**config.mk**
```make
export PLATFORM = sky130hd
export DESIGN_NAME = line_tracker_filter
export DESIGN_NICKNAME = d
export VERILOG_FILES = /design/src/rtl/line_tracker_filter.sv
export SDC_FILE = /design/constraint.sdc
export NUM_CORES = 1
export LEC_CHECK = 0
export ABC_AREA = 1
export BUFFER_PORTS_ARGS = -buffer_cell sky130_fd_sc_hd__buf_2
export CAP_MARGIN = 20
export CELL_PAD_IN_SITES_DETAIL_PLACEMENT = 0
export CELL_PAD_IN_SITES_GLOBAL_PLACEMENT = 1
export CORE_ASPECT_RATIO = 0.7
export CORE_MARGIN = 4
export CORE_UTILIZATION = 46
export DETAILED_ROUTE_END_ITERATION = 16
export HOLD_SLACK_MARGIN = 0.08
export PLACE_DENSITY_LB_ADDON = 0.1
export SLEW_MARGIN = 30
export SYNTH_ARGS = -nofsm -noshare
export SYNTH_HDL_FRONTEND = slang
export SYNTH_SLANG_ARGS = --single-unit
export TNS_END_PERCENT = 10
```
**constraint.sdc**
```tcl
create_clock -name clk -period 3.6 [get_ports clk]
set_input_delay 0.18 -clock clk [delete_from_list [all_inputs] [get_ports clk]]
set_output_delay 0.18 -clock clk [all_outputs]
set_load 0.02 [all_outputs]
```
**src/rtl/line_tracker_filter.sv**
```systemverilog
// Conditions three raw IR line sensors into a stable 3-bit motor command:
// synchronise, debounce, remap glitch codes, and substitute recovery moves when the line is lost.
module line_tracker_filter #(
   parameter int SYNC_STAGES      = 2,
   parameter int STABLE_CYCLES    = 100000,
   parameter int LOST_HOLD_CYCLES = 50000000
) (
   input  logic       clk,
   input  logic       rst,
   input  logic       left_signal,
   input  logic       mid_signal,
   input  logic       right_signal,
   output logic [2:0] mode,
   output logic       mode_valid,
   output logic       lost
);

   localparam int CNT_W  = $clog2(STABLE_CYCLES);
   localparam int HOLD_W = $clog2(LOST_HOLD_CYCLES + 1);
   localparam logic [CNT_W-1:0]  CNT_LAST  = CNT_W'(STABLE_CYCLES - 1);
   localparam logic [HOLD_W-1:0] HOLD_LAST = HOLD_W'(LOST_HOLD_CYCLES - 1);

   typedef enum logic [1:0] {TRACK, LOST_HOLD, LOST_SEARCH} state_e;
   typedef enum logic [1:0] {SIDE_NONE, SIDE_LEFT, SIDE_RIGHT} side_e;

   logic [SYNC_STAGES-1:0][2:0] sync_q;
   logic [2:0]                  sync_vec;
   logic [2:0]                  cand_q, cand_d;
   logic [2:0]                  stable_q, stable_d;
   logic [CNT_W-1:0]            cnt_q, cnt_d;
   logic                        commit;
   logic [2:0]                  pat, pat_prev_q;
   side_e                       side_q, side_d;
   state_e                      state_q, state_d;
   logic [HOLD_W-1:0]           hold_q, hold_d;
   logic [2:0]                  mode_q, mode_d;
   logic                        mode_valid_q, lost_q;

   assign sync_vec = sync_q[SYNC_STAGES-1];

   // NOTE: defaults are assigned first so every path drives every output and no latch is inferred.
   always_comb begin
      commit   = (cand_q != stable_q) && (cnt_q == CNT_LAST);
      stable_d = commit ? cand_q : stable_q;
      cand_d   = cand_q;
      cnt_d    = cnt_q;
      if (sync_vec != cand_q) begin
         cand_d = sync_vec;
         cnt_d  = '0;
      end else if (commit || (cand_q == stable_q)) begin
         cnt_d = '0;
      end else begin
         cnt_d = cnt_q + 1'b1;
      end
   end

   // 101 is treated as a sensor glitch: the previous command is kept.
   always_comb begin
      case (stable_q)
         3'b010:  pat = 3'b111;
         3'b101:  pat = pat_prev_q;
         default: pat = stable_q;
      endcase
   end

   always_comb begin
      side_d = side_q;
      if (pat != pat_prev_q) begin
         case (pat)
            3'b110, 3'b100: side_d = SIDE_LEFT;
            3'b011, 3'b001: side_d = SIDE_RIGHT;
            3'b111:         side_d = SIDE_NONE;
            default:        side_d = side_q;
         endcase
      end
   end

   always_comb begin
      state_d = state_q;
      hold_d  = '0;
      case (state_q)
         TRACK: begin
            if (pat == 3'b000) state_d = LOST_HOLD;
         end
         LOST_HOLD: begin
            if (pat != 3'b000)           state_d = TRACK;
            else if (hold_q == HOLD_LAST) state_d = LOST_SEARCH;
            else                          hold_d  = hold_q + 1'b1;
         end
         LOST_SEARCH: begin
            if (pat != 3'b000) state_d = TRACK;
         end
         default: state_d = TRACK;
      endcase
   end

   // Outputs are registered from the state being entered, so mode and lost move together.
   always_comb begin
      case (state_d)
         LOST_HOLD: begin
            case (side_q)
               SIDE_LEFT:  mode_d = 3'b100;
               SIDE_RIGHT: mode_d = 3'b001;
               default:    mode_d = 3'b000;
            endcase
         end
         LOST_SEARCH: mode_d = 3'b010;
         default:     mode_d = pat;
      endcase
   end

   // NOTE: non-blocking assignments make every flop sample pre-edge values, independent of block order.
   always_ff @(posedge clk or negedge rst) begin
      if (!rst) begin
         sync_q       <= {SYNC_STAGES{3'b111}};
         cand_q       <= 3'b111;
         stable_q     <= 3'b111;
         cnt_q        <= '0;
         pat_prev_q   <= 3'b111;
         side_q       <= SIDE_NONE;
         state_q      <= TRACK;
         hold_q       <= '0;
         mode_q       <= 3'b111;
         mode_valid_q <= 1'b0;
         lost_q       <= 1'b0;
      end else begin
         sync_q       <= {sync_q[SYNC_STAGES-2:0], {left_signal, mid_signal, right_signal}};
         cand_q       <= cand_d;
         stable_q     <= stable_d;
         cnt_q        <= cnt_d;
         pat_prev_q   <= pat;
         side_q       <= side_d;
         state_q      <= state_d;
         hold_q       <= hold_d;
         mode_q       <= mode_d;
         mode_valid_q <= (mode_d != mode_q);
         lost_q       <= (state_d != TRACK);
      end
   end

   assign mode       = mode_q;
   assign mode_valid = mode_valid_q;
   assign lost       = lost_q;

endmodule

```
# Word level (Yosys, flattened, before mapping)
# Cells that the tools add are included.
# Widths: inputs -> output; s select.
op_classes:
  n_addsub: 2
  mux: 14
  n_eq_ne: 20
  n_reduce_logical: 10
ops:
  columns: ["operator", "count"]
  rows:
  - ["$mux 26", 3]
  - ["$mux 17", 2]
  - ["$add 26x1->26 const B", 1]
  - ["$eq 26x26->1 const B", 1]
  - ["$pmux 3 s2", 3]
  - ["$add 17x1->17 const B", 1]
  - ["$eq 17x17->1 const B", 1]
  - ["$eq 3x3->1 const B", 4]
  - ["$ne 3x3->1", 4]
  - ["$pmux 2 s3", 2]
  - ["$mux 2", 4]
  - ["$eq 2x1->1 const B", 3]
  - ["$eq 2x2->1 const B", 3]
  - ["$eq 3x2->1 const B", 2]
  - ["$reduce_bool 3->1", 2]
  - ["$reduce_or 2->1", 2]
  - ["$eq 3x1->1 const B", 1]
  - ["$eq 3x3->1", 1]
  - ["$logic_not 3->1", 1]
  - ["$logic_not 2->1", 1]
  - ["$reduce_and 2->1", 1]
  - ["$reduce_bool 2->1", 1]
  - ["$logic_and 1x1->1", 1]
  - ["$logic_or 1x1->1", 1]
totals:
  out_inout_bits: 5
  regBits: 67

# Depth between registers and ports, before layout
# Gate-level depths: netlist (run 1).
logic_depth:
  depth_word: 8
  mapped_depth: 19
  ltp_nobuf: 18

# Least setup slack after synthesis (run 1)
# OpenSTA, ideal clock, no wires.
synth_path:
  kind: "flip-flop to flip-flop"
  startpoint: "reg hold_q[0]"
  endpoint: "reg mode_valid_q, in the netlist mode_valid"
  path_stages_with_launch: 18
  arrival_ps: 2429
  path_slack_ps: 1048
  t_required_ps: 3476
  synth_period_minus_slack_ps: 2552
  setup_time_ps: 124
  path_cell_list: "dfrtp_1 > ha_1 > nand3_2 > nor2_2 > nand2_1 > nor2_2 > nand2_2 > o21ai_1 > inv_1 > ha_1 > inv_1 > or2_2 > o21ai_0 > inv_1 > nand2_1 > nand2_1 > inv_1 > nand3_1"
synth_between:
  elab_chain_len: 7
  elab_cells_between_ends: 8
synth_lines:
  columns: ["element", "line_no", "text"]
  rows:
  - ["start: declaration", "35", "logic [HOLD_W-1:0] hold_q, hold_d;"]
  - ["start signal: assignment", "134", "hold_q <= hold_d;"]
  - ["$eq 26x26->1 (*)", "87", "else if (hold_q == HOLD_LAST) state_d = LOST_SEARCH;"]
  - ["$mux 2 (*)", "87", null]
  - ["$mux 2 (*)", "86", "if (pat != 3'b000) state_d = TRACK;"]
  - ["$pmux 2 s3 (*)", "81", "case (state_q)"]
  - ["net state_d[1]", "34", "state_e state_q, state_d;"]
  - ["$eq 2x2->1 or $eq 2x1->1 (tied branches)", "99", "case (state_d)"]
  - ["$pmux 3 s2 (*)", "99", null]
  - ["net mode_d[1]", "36", "logic [2:0] mode_q, mode_d;"]
  - ["$ne 3x3->1 (*)", "136", "mode_valid_q <= (mode_d != mode_q);"]
  - ["end signal: assignment", "136", null]
  - ["end: declaration", "37", "logic mode_valid_q, lost_q;"]
# The timed path passes the listed nets; every way through them passes the cells marked *.
# A chain may end at the register's enable or synchronous reset.

# Final worst setup path (run 1)
# Ends and elaborated chain as after synthesis.

==> results of run 1 <==
## registers in the layout (all words and copies together) (netlist names)
register / cells
pat_prev_q: 3
mode: 3
lost: 1
mode_valid: 1
cand_q: 3
stable_q: 3
sync_q: 3
sync_vec: 3
side_q: 2
hold_q: 26
cnt_q: 17
state_q: 2
## report_power, final
part	switching (uW)	total (uW)	leakage, uW	internal, uW
logic	24.5	35.5	0.000853	11.0
clock network	306	788	0.000133	481
registers	4.38	769	0.000852	765
## stage by stage
stage | worst slack [ns] | hold slack, ns | power, uW
after global routing | 0.376 | 0.358 | 1660
after CTS | 0.727 | 0.355 | 1620
after global placement | 0.829 | 0.285 | 815
final | 0.758 | 0.354 | 1590
after floorplan | 1.05 | -0.116 | 795
after detailed placement | 0.745 | 0.286 | 816
## final timing paths
| kind | start | endpoint | slack, ns | cells past startpoint |
|---|---|---|---|---|
| setup / recovery | hold_q[0] | mode_valid | 0.76 | 17 |
| hold / removal | sync_q[1] | sync_vec[1] | 0.35 | 0 |
| min in group asynchronous | rst | cnt_q[6] | 0.49 | 2 |
| hold reg to reg | sync_q[1] | sync_vec[1] | 0.35 | 0 |
| setup reg to reg | hold_q[0] | mode_valid | 0.76 | 17 |
| max in group asynchronous | rst | mode[0] | 2.18 | 3 |
## layout make-up
cell class,count,area (sq um),area share [%]
Multi-Input combinational cell,355,1730,41.7
Tap cell,101,126,3.05
Inverter,63,236,5.70
Timing Repair Buffer,14,92.6,2.23
Clock buffer,13,250,6.03
Sequential cell,67,1700,41.0
Clock inverter,3,15.0,0.362
## layer usage
layer,part of all wire (%),GRT usage [%],vias to the layer above
li1,-,-,1548
met1,58,32.4,1406
met2,36,23.7,56
met3,5.4,5.46,4
met4,0.63,3.52,0
met5,0,0,-
## repair_timing
action,4_1_cts,5_1_grt
setup endpoints to repair,0,0
resized for setup,0,0
endpoints found under the hold margin,33,0
hold buffers,4,0
## placed cells by master, fill, tap and decap left out, types with 9 or more instances in the layout
cell,netlist,layout
inv_1,60,60
dfstp_2,18,18
nor2_2,12,12
clkbuf_16,0,9
nand2_1,127,127
buf_2,0,9
nor2_1,101,101
xnor2_1,12,12
nand3_1,39,39
dfrtp_1,49,49
## worst max-delay path: cells and delay by family, from the launching register on
kind                       cells  cell delay (ns)
AOI/OAI and AO/OA              2             0.32
adders and majority gates      2             0.64
buffers and inverters          4             0.29
DFF                            1             0.42
and+or+nand+nor                9             1.05
## logic make-up after synthesis
logic type      Yosys count  share of synthesized area [%]
fa+ha+maj                 5                           1.68
xor+xnor                 19                           4.47
compound gates           22                           3.53
buf+inv                  70                           7.90
simple gates            309                           36.8
flops                    67                           45.6
==> summary.txt, run 1 <==
Die
  – Die ar.: roughly 9600 sq um
  – Die H: 83.3 um
  – Die Span X: about 120 um
  – Initial Util: 47.3%
  – CORE AREA: around 7900 sq um
  – FP Rows: 27
  – # IOs: 10

STA
  – RSZ-0062 raised after global routing: false
  – Final min period: 2.84 ns
  – Slew of the pin with the lowest slew margin: approximately 0.83 ns
  – Slew margin rel.: approximately 45%
  – Final Cycle Share: slightly below 80%
  – Setup violations, final: 0
  – Max frequency: 0.352 GHz
  – Final hold vios: 0
  – Slew Limit Fails: 0
  – Fin Setup TNS: 0 ns
  – Worst Clk Skew: 0.00456 ns

Final layout
  – Area grow syn2layout: 11.5%
  – Antenna cell count: 0
  – Fill cells: 777
  – Final Cell Area: between 4000 and 5000 sq um
  – Final net count: 520
  – Finished Layout Cells: ~620
  – Share of cells above drive strength 1: 14.4%
  – Final Util: 52.7%

Clocking
  – Worst-case clock buffer depth: 2
  – Clock tree from TritonCTS: done
  – Clk pin slew, worst setup/hold paths: about 0.050 ns
  – CTS root buf: clkbuf_16
  – Total CTS buffers: 9
  – CTS H-tree depth: 3
  – Clk sink count: between 60 and 70
  – Clk_lat worst skew: roughly 0.33 ns
  – Number of post-CTS setup repair buffers: 0

Detailed routing
  – Iteration-0 DRC Markers: between 150 and 200
  – Vias per cell: roughly 5
  – Antenna viol nets, final: 0
  – Via count: approximately 3000
  – Routed wire length: ~8200 um
  – Avg WL per Cell: between 10 and 15 um
  – DRT Pass-1 Iters: 5
  – # DRC: 0

Synth
  – Synth unique cells: 35
  – Synth top area cells: dfrtp_1, nand2_1, dfstp_2, nor2_1, inv_1
  – Synth Flop Type: dfrtp_1
  – Synthesis-stage register bit count: 67
  – Synth Instances: 492
  – Ys async rst share: between 90% and 100%
  – Synth top area share: between 30 and 40%
  – Syn. warnings: 0
  – Post-synth top area cell: dfrtp_1
  – Count leader, synth: nand2_1
  – Synthesized cell area: around 3700 sq um
  – Syn_area_per_cell: between 7 and 8 sq um
  – Syn_nets: roughly 500
  – Seq/Total Area, Yosys: 45.6%
  – Post-synth EDFFs: 0
  – List of most frequent post-synthesis cells: nand2_1, nor2_1, inv_1, dfrtp_1, nand3_1

Setup path
  – CP required: between 3 and 4 ns
  – Arr. time, crit path: between 3 and 4 ns
  – CP max stage delay: between 0.4 and 0.5 ns
  – Critical Path End Type: flop
  – Critical path fanouts, max: 6
  – Most used cell, CP: inv_1
  – Worst-path cell chain: ha_1 -> nand3_2 -> nor2_2 -> nand2_1 -> nor2_2 -> nand2_2 -> o21ai_1 -> inv_1 -> ha_1 -> inv_1 -> or2_2 -> o21ai_0 -> inv_1 -> nand2_1 -> nand2_1 -> inv_1 -> nand3_1
  – CP Class: flop to flop
  – Worst Setup Start Kind: flop
  – Critical path's slowest cell: dfrtp_1

Placed design
  – PortBufs: 9
  – GP Congestion: 0.879
  – Placed Area: ~3800 sq um
  – Post-DP HPWL: between 6000 and 7000 um
  – Inst Count DP: 596

Pwr
  – Cell leakage power: around 0.0018 uW
  – IR drop worst, VDD: about 0.28 mV
  – P per Cell Area: approximately 380 nW/um^2

GRT
  – Initial antenna violation count: 0
  – Congestion Overflow GR: 0
  – Largest net degree at the start of global routing: 39
  – Total Routing Usage GR: about a fifth
  – Vias in the first global route: about 2900
  – First-pass GRT wire length: about 15000 um

Hold path
  – Worst hold path class: flop to flop

Run
  – Max Cap Viol: 0

Outcome
  – Status: finished, final reports clean
Note: power is estimated with default switching activity, not from simulation.
==> inputs of run 2 (changes only) <==
Settings changed: ABC_AREA 1 to 0, CORE_UTILIZATION 46 to 44.
Clock period 3.6 ns to 2.4 ns, I/O delays scaled along.
==> summary.txt, run 2 <==
Final layout
  – Final Util: 56.1% (+3.4 points)
  – Max reg flops: 26 (unchanged)
  – Area grow syn2layout: 23.6%
  – Biggest regs: hold_q (26), cnt_q (17)
  – Antenna cell count: 0 (unchanged)
  – Share of cells above drive strength 1: 30.1% (+16 points)
  – Commonest non-fill, non-tap cell in the layout: buf_4
  – Final net count: 401 (-23%)
  – Biggest register: hold_q
  – Most frequent cells in the layout: buf_4, nor2_1, dfrtp_1

Synth
  – List of most frequent post-synthesis cells: nor2_1, dfrtp_1, xnor2_1, nand2_1, xor2_1
  – Synth Instances: 321 (-35%)
  – Synth Flop Type: dfrtp_1
  – Count leader, synth: nor2_1
  – Synth unique cells: 51 (+46%)
  – Seq/Total Area, Yosys: 50.9% (+5.2 points)
  – Ys async rst share: 100% (unchanged)
  – Synthesized cell area: 3340 sq um (-10%)
  – Syn_nets: 331 (-34%)
  – Post-synth top area cell: dfrtp_1
  – Synthesis-stage register bit count: 67 (unchanged)
  – Syn. warnings: 0 (unchanged)
  – Synth top area share: 36.7% (+3.8 points)
  – Synth top area cells: dfrtp_1, dfstp_2, xnor2_1, nor2_1, xor2_1
  – Syn_area_per_cell: 10.4 sq um (+38%)
  – Post-synth EDFFs: 0 (unchanged)

Detailed routing
  – WL met2: 2730 um (-8.6%)
  – Antenna viol nets, final: 0 (unchanged)
  – Avg WL per Cell: 14.2 um (+6.1%)
  – # DRC: 0 (unchanged)
  – Routed met3 length: 255 um (-42%)
  – Iteration-0 DRC Markers: 162 (+0.62%)
  – Vias per cell: 5.10 (+4.2%)
  – Wire length on met1: 3930 um (-17%)
  – Max Used Layer: met4
  – Via count: 2519 (-16%)
  – DRT Pass-1 Iters: 4 (-1)
  – Routed wire length: 7020 um (-15%)

Pwr
  – IR drop worst, VDD: 0.339 mV (+21%)
  – P per Cell Area: 504 nW/um^2 (+31%)
  – Cell leakage power: 0.00185 uW (+0.46%)

STA
  – Final hold vios: 0 (unchanged)
  – RSZ-0062 raised after global routing: true
  – Slew margin rel.: 58.4% (+14 points)
  – Slew Limit Fails: 0 (unchanged)
  – Final min period: 2.83 ns (-0.0108 ns)
  – Max frequency: 0.353 GHz (+0.38%)
  – Worst Clk Skew: 0.00880 ns (+0.00424 ns)
  – Final Cycle Share: 118% (+39 points)
  – Final Worst Setup Slack: -0.432 ns (-1.19 ns)
  – Setup violations, final: 1 (+1)
  – Slew of the pin with the lowest slew margin: 0.624 ns (-0.208 ns)

Placed design
  – Post-DP HPWL: 4920 um (-21%)
  – PortBufs: 9 (unchanged)
  – GP Congestion: 0.759 (-14%)
  – Pre-CTS WS: -0.552 ns (-1.30 ns)

Setup path
  – Most used cell, CP: nor3b_2
  – Reg2Reg Capture Point: mode_valid
  – Critical path's slowest cell: or4b_1
  – R2r worst-path depth: 9 (-8)
  – CP Class: flop to flop
  – Critical Path End Type: flop
  – Arr. time, crit path: 3.06 ns (about the same)
  – Critical path fanouts, max: 5 (-1)
  – Flop2flop setup slack: -0.43 ns (-1.19 ns)
  – Worst Setup Start Kind: flop
  – Critical R2R Launch: hold_q[18]
  – Worst-path cell chain: or4b_1 -> nor3b_2 -> nand4_2 -> nor3b_2 -> o21ai_2 -> ha_4 -> mux2_4 -> xor2_1 -> or3_1
  – CP max stage delay: 0.53 ns (+0.11 ns)
  – CP required: 2.63 ns (-1.18 ns)

Clocking
  – CTS H-tree depth: 3 (unchanged)
  – Total CTS buffers: 9 (unchanged)
  – Clock tree from TritonCTS: done
  – Worst-case clock buffer depth: 2 (unchanged)
  – Clk pin slew, worst setup/hold paths: 0.07 ns (+0.02 ns)
  – Clk_lat worst skew: 0.35 ns (+0.02 ns)
  – Clk sink count: 67 (unchanged)
  – CTS root buf: clkbuf_8

GRT
  – Initial antenna violation count: 0 (unchanged)
  – Total Routing Usage GR: 17.7% (-1.5 points)
  – First-pass GRT wire length: 12600 um (-14%)
  – Vias in the first global route: 2538 (-13%)
  – Largest net degree at the start of global routing: 43 (+10%)
  – Congestion Overflow GR: 0 (unchanged)

Die
  – Die H: 80.9 um (-2.8%)
  – Die ar.: 9070 sq um (-5.7%)
  – # IOs: 10 (unchanged)
  – Die Span X: 112 um (-2.9%)
  – CORE AREA: 7350 sq um (-6.6%)
  – FP Rows: 26 (-3.7%)
  – Initial Util: 45.4% (-1.9 points)

Run
  – Max Cap Viol: 0 (unchanged)

Hold path
  – Worst hold path class: input port to asynchronous set/reset pin

Outcome
  – Failing checks: setup timing
  – Status: finished with violations
run 2: changes by cell type in the layout (fill, tap and decap cells not counted), sizes merged, moves of 14 or more:
| cell | before | now |
|---|---|---|
| inv | 63 | 5 |
| xor2 | 7 | 21 |
| nand3 | 41 | 20 |
| buf | 10 | 65 |
| nor2 | 115 | 52 |
| xnor2 | 12 | 26 |
| nand2 | 135 | 25 |
run 2: cells by family after synthesis:
family                   Yosys count  share of synthesized area, %
AND/OR/NAND/NOR                  161                          26.4
flip-flops                        67                          50.9
XOR/XNOR                          47                          12.3
AO/OA/AOI/OAI                     22                          4.65
buffers and inverters             15                          2.55
adder cells (fa/ha/maj)            5                          1.87
multiplexers                       4                          1.35
run 2: cell type report:
type / count / area, sq um
multi-input combinational: 239 / 1590
sequential: 67 / 1700
tap: 98 / 123
clock buffer: 14 / 173
clock inverter: 2 / 10.0
inverter: 5 / 18.8
fill: 711 / 3230
timing repair buffer: 69 / 518
run 2: layer usage:
layer / track usage (%) / vias up
li1: - / 1255
met1: 25.9 / 1219
met2: 24.7 / 33
met3: 5.14 / 12
met4: 6.84 / 0
met5: 0 / -
run 2: through the flow:
step	total power, uW	hold WS, ns	cell area (sq um)	setup TNS (ns)	std cells
6_report	2080	0.315	4130	-0.432	494
2_1_floorplan	1190	-0.176	3350	-0.423	321
3_5_place_dp	1220	0.178	3870	-0.707	472
3_3_place_gp	1220	0.167	3870	-0.474	472
5_1_grt	2190	0.354	4130	-0.599	494
4_1_cts	2130	0.321	4120	-0.438	493
run 2: timing repair:
action	in CTS	in global routing
endpoints found under the hold margin	23	0
buffers inserted	1	1
gates resized for setup	3	0
setup endpoints to repair	4	4
pin swaps	7	2
gates cloned	0	0
hold buffers	4	0
run 2: worst max-delay path: cells and delay by family, from the launching register on:
family                     cells  cell delay, ns
xor gates and xnor gates       1            0.14
DFF                            1            0.37
adders and majority gates      1            0.32
AOI/OAI and AO/OA              1            0.10
muxes                          1            0.31
and+or+nand+nor                5            1.47
run 2: where the power goes:
group          total (uW)  switching, uW  internal [uW]
registers            1150           7.22           1150
logic                52.1           33.5           18.6
clock network         874            417            457
run 2: how the worst max path moves through the flow:
stage / from / to / depth (start not counted)
after floorplan: hold_q[24] / mode_valid / 9
after global routing: hold_q[18] / mode_valid / 9
after CTS: hold_q[18] / mode_valid / 9
final: hold_q[18] / mode_valid / 9
after detailed placement: hold_q[24] / mode_valid / 9
after global placement: hold_q[24] / mode_valid / 9
==> inputs of run 3 (changes only) <==
Settings changed: BUFFER_PORTS_ARGS -buffer_cell sky130_fd_sc_hd__buf_2 to -buffer_cell sky130_fd_sc_hd__clkbuf_2.
==> summary.txt, run 3 (synthesis gave the netlist of run 2 again) <==
Outcome
  – Status: finished with violations
  – Failing checks: setup timing

Final layout
  – Area grow syn2layout: 24.4%
  – Most frequent cells in the layout: buf_4, nor2_1, dfrtp_1
  – Final net count: 405 (+1.0%)
  – Commonest non-fill, non-tap cell in the layout: buf_4
  – Finished Layout Cells: 498 (+0.81%)
  – Share of cells above drive strength 1: 31.3% (+1.2 points)
  – Max reg flops: 26 (unchanged)
  – Biggest register: hold_q
  – Antenna cell count: 0 (unchanged)
  – Biggest regs: hold_q (26), cnt_q (17)

Setup path
  – Worst Setup Start Kind: flop
  – Flop2flop setup slack: -0.42 ns (about the same)
  – Worst-path cell chain: or4b_1 -> nor3b_2 -> nand4_2 -> nor3b_2 -> o21ai_2 -> ha_4 -> mux2_4 -> xor2_1 -> or3_1
  – Top delay family on crit path: simple AND/OR/NAND/NOR gates
  – Most used cell, CP: nor3b_2
  – Critical path's slowest cell: or4b_1
  – Arr. time, crit path: 3.04 ns (-0.02 ns)
  – CP max stage delay: 0.53 ns (about the same)
  – R2r worst-path depth: 9 (unchanged)
  – Critical R2R Launch: hold_q[24]
  – Reg2Reg Capture Point: mode_valid
  – CP bufs+invs: 0 (unchanged)
  – CP required: 2.62 ns (about the same)
  – Critical Path End Type: flop
  – CP Class: flop to flop
  – Critical path fanouts, max: 5 (unchanged)

STA
  – RSZ-0062 raised after global routing: true
  – Final min period: 2.82 ns (-0.00928 ns)
  – Slew of the pin with the lowest slew margin: 0.382 ns (-0.243 ns)
  – Slew margin rel.: 74.3% (+16 points)
  – Slew Limit Fails: 0 (unchanged)
  – Hold_ws: 0.332 ns (+0.0169 ns)
  – Final Worst Setup Slack: -0.422 ns (+0.00928 ns)
  – Setup violations, final: 3 (+2)
  – Max frequency: 0.354 GHz (+0.33%)
  – Worst Clk Skew: 0.00917 ns (+0.000376 ns)
  – Final hold vios: 0 (unchanged)
  – Final Cycle Share: 118% (-0.39 points)

Detailed routing
  – Routed wire length: 6880 um (-1.9%)
  – Iteration-0 DRC Markers: 158 (-2.5%)
  – DRT Pass-1 Iters: 4 (unchanged)
  – Antenna viol nets, final: 0 (unchanged)
  – Vias per cell: 4.97 (-2.5%)
  – Via count: 2475 (-1.7%)
  – Avg WL per Cell: 13.8 um (-2.7%)
  – # DRC: 0 (unchanged)

GRT
  – Congestion Overflow GR: 0 (unchanged)
  – M2 GR Usage: 23.2% (-1.5 points)
  – GR peak layer: met1
  – Grt met1 use: 26.5% (+0.63 points)
  – Vias in the first global route: 2496 (-1.7%)
  – Largest net degree at the start of global routing: 68 (+58%)
  – Met3 Usage GRT: 4.32% (-0.82 points)
  – Initial antenna violation count: 0 (unchanged)
  – First-pass GRT wire length: 12300 um (-1.6%)
  – Total Routing Usage GR: 17.1% (-0.62 points)

Die
  – Die ar.: 9070 sq um (unchanged)
  – FP Rows: 26 (unchanged)
  – Die Span X: 112 um (unchanged)
  – CORE AREA: 7350 sq um (unchanged)
  – Die H: 80.9 um (unchanged)
  – # IOs: 10 (unchanged)
  – Initial Util: 45.4% (unchanged)

Run
  – Max Cap Viol: 0 (unchanged)

Placed design
  – Post-DP HPWL: 4810 um (-2.1%)
  – Inst Count DP: 473 (+0.21%)
  – PortBufs: 9 (unchanged)
  – GP Congestion: 0.764 (+0.59%)

Clocking
  – Clock tree from TritonCTS: done
  – Total CTS buffers: 9 (unchanged)
  – Worst-case clock buffer depth: 2 (unchanged)
  – CTS root buf: clkbuf_8
  – Clk pin slew, worst setup/hold paths: 0.08 ns (about the same)
  – Clk sink count: 67 (unchanged)
  – CTS H-tree depth: 3 (unchanged)
  – Clk_lat worst skew: 0.34 ns (about the same)

Pwr
  – Cell leakage power: 0.00185 uW (+0.32%)
  – P per Cell Area: 494 nW/um^2 (-2.0%)
  – IR drop worst, VDD: 0.377 mV (+11%)

Hold path
  – Worst hold path class: input port to asynchronous set/reset pin
## run 3: cell count changes in the layout (fill, tap and decap cells not counted), moves of 2 or more
cell and change:
buf_2 -8, clkbuf_2 +8, clkinvlp_4 +2, buf_4 +4, clkbuf_8 -2
## run 3: how the worst max path moves through the flow
stage	cells past startpoint	slack, ns	startpoint	endpoint
2_1_floorplan	9	-0.42	hold_q[24]	mode_valid
3_3_place_gp	9	-0.46	hold_q[24]	mode_valid
3_5_place_dp	9	-0.54	hold_q[24]	mode_valid
4_1_cts	9	-0.42	hold_q[7]	mode_valid
5_1_grt	9	-0.54	hold_q[24]	mode_valid
6_report	9	-0.42	hold_q[24]	mode_valid
## run 3: timing repair
item,4_1_cts,5_1_grt
hold buffers,4,0
gates resized for setup,3,1
endpoints found under the setup margin,4,4
pin swaps,6,6
buffers inserted,3,2
cloned,0,0
endpoints found under the hold margin,52,0
## run 3: worst min-delay path, delay by kind of cell
kind | cells | cell delay, ns
buffers and inverters | 3 | 0.93
## run 3: area by class of cell
class / count / area, sq um
tap: 98 / 123
timing repair buffer: 73 / 548
sequential: 67 / 1700
inverter: 5 / 18.8
multi-input combinational: 239 / 1590
clock inverter: 5 / 37.5
clock buffer: 11 / 141
fill: 661 / 3200
## run 3: metal layers
layer  vias to the layer above  wire length (um)
met1                      1153              3840
met2                        46              2700
met5                         -                 0
li1                       1267                 -
met4                         0                74
met3                         9               272
## run 3: report_power, final
| part | switching [uW] | internal, uW |
|---|---|---|
| clock network | 440 | 407 |
| logic | 33.0 | 18.7 |
| registers | 7.20 | 1140 |
## run 3: through the flow
stage | setup slack [ns] | util [%] | total power [uW] | setup TNS, ns | instance area, sq um
after floorplan | -0.423 | - | 1190 | -0.423 | 3350
after global placement | -0.461 | 52.8 | 1220 | -0.461 | 3880
after detailed placement | -0.540 | 52.8 | 1220 | -0.706 | 3880
after CTS | -0.423 | 56.3 | 2090 | -0.494 | 4140
after global routing | -0.542 | 56.5 | 2160 | -0.881 | 4160
final | -0.422 | 56.5 | 2050 | -0.501 | 4160
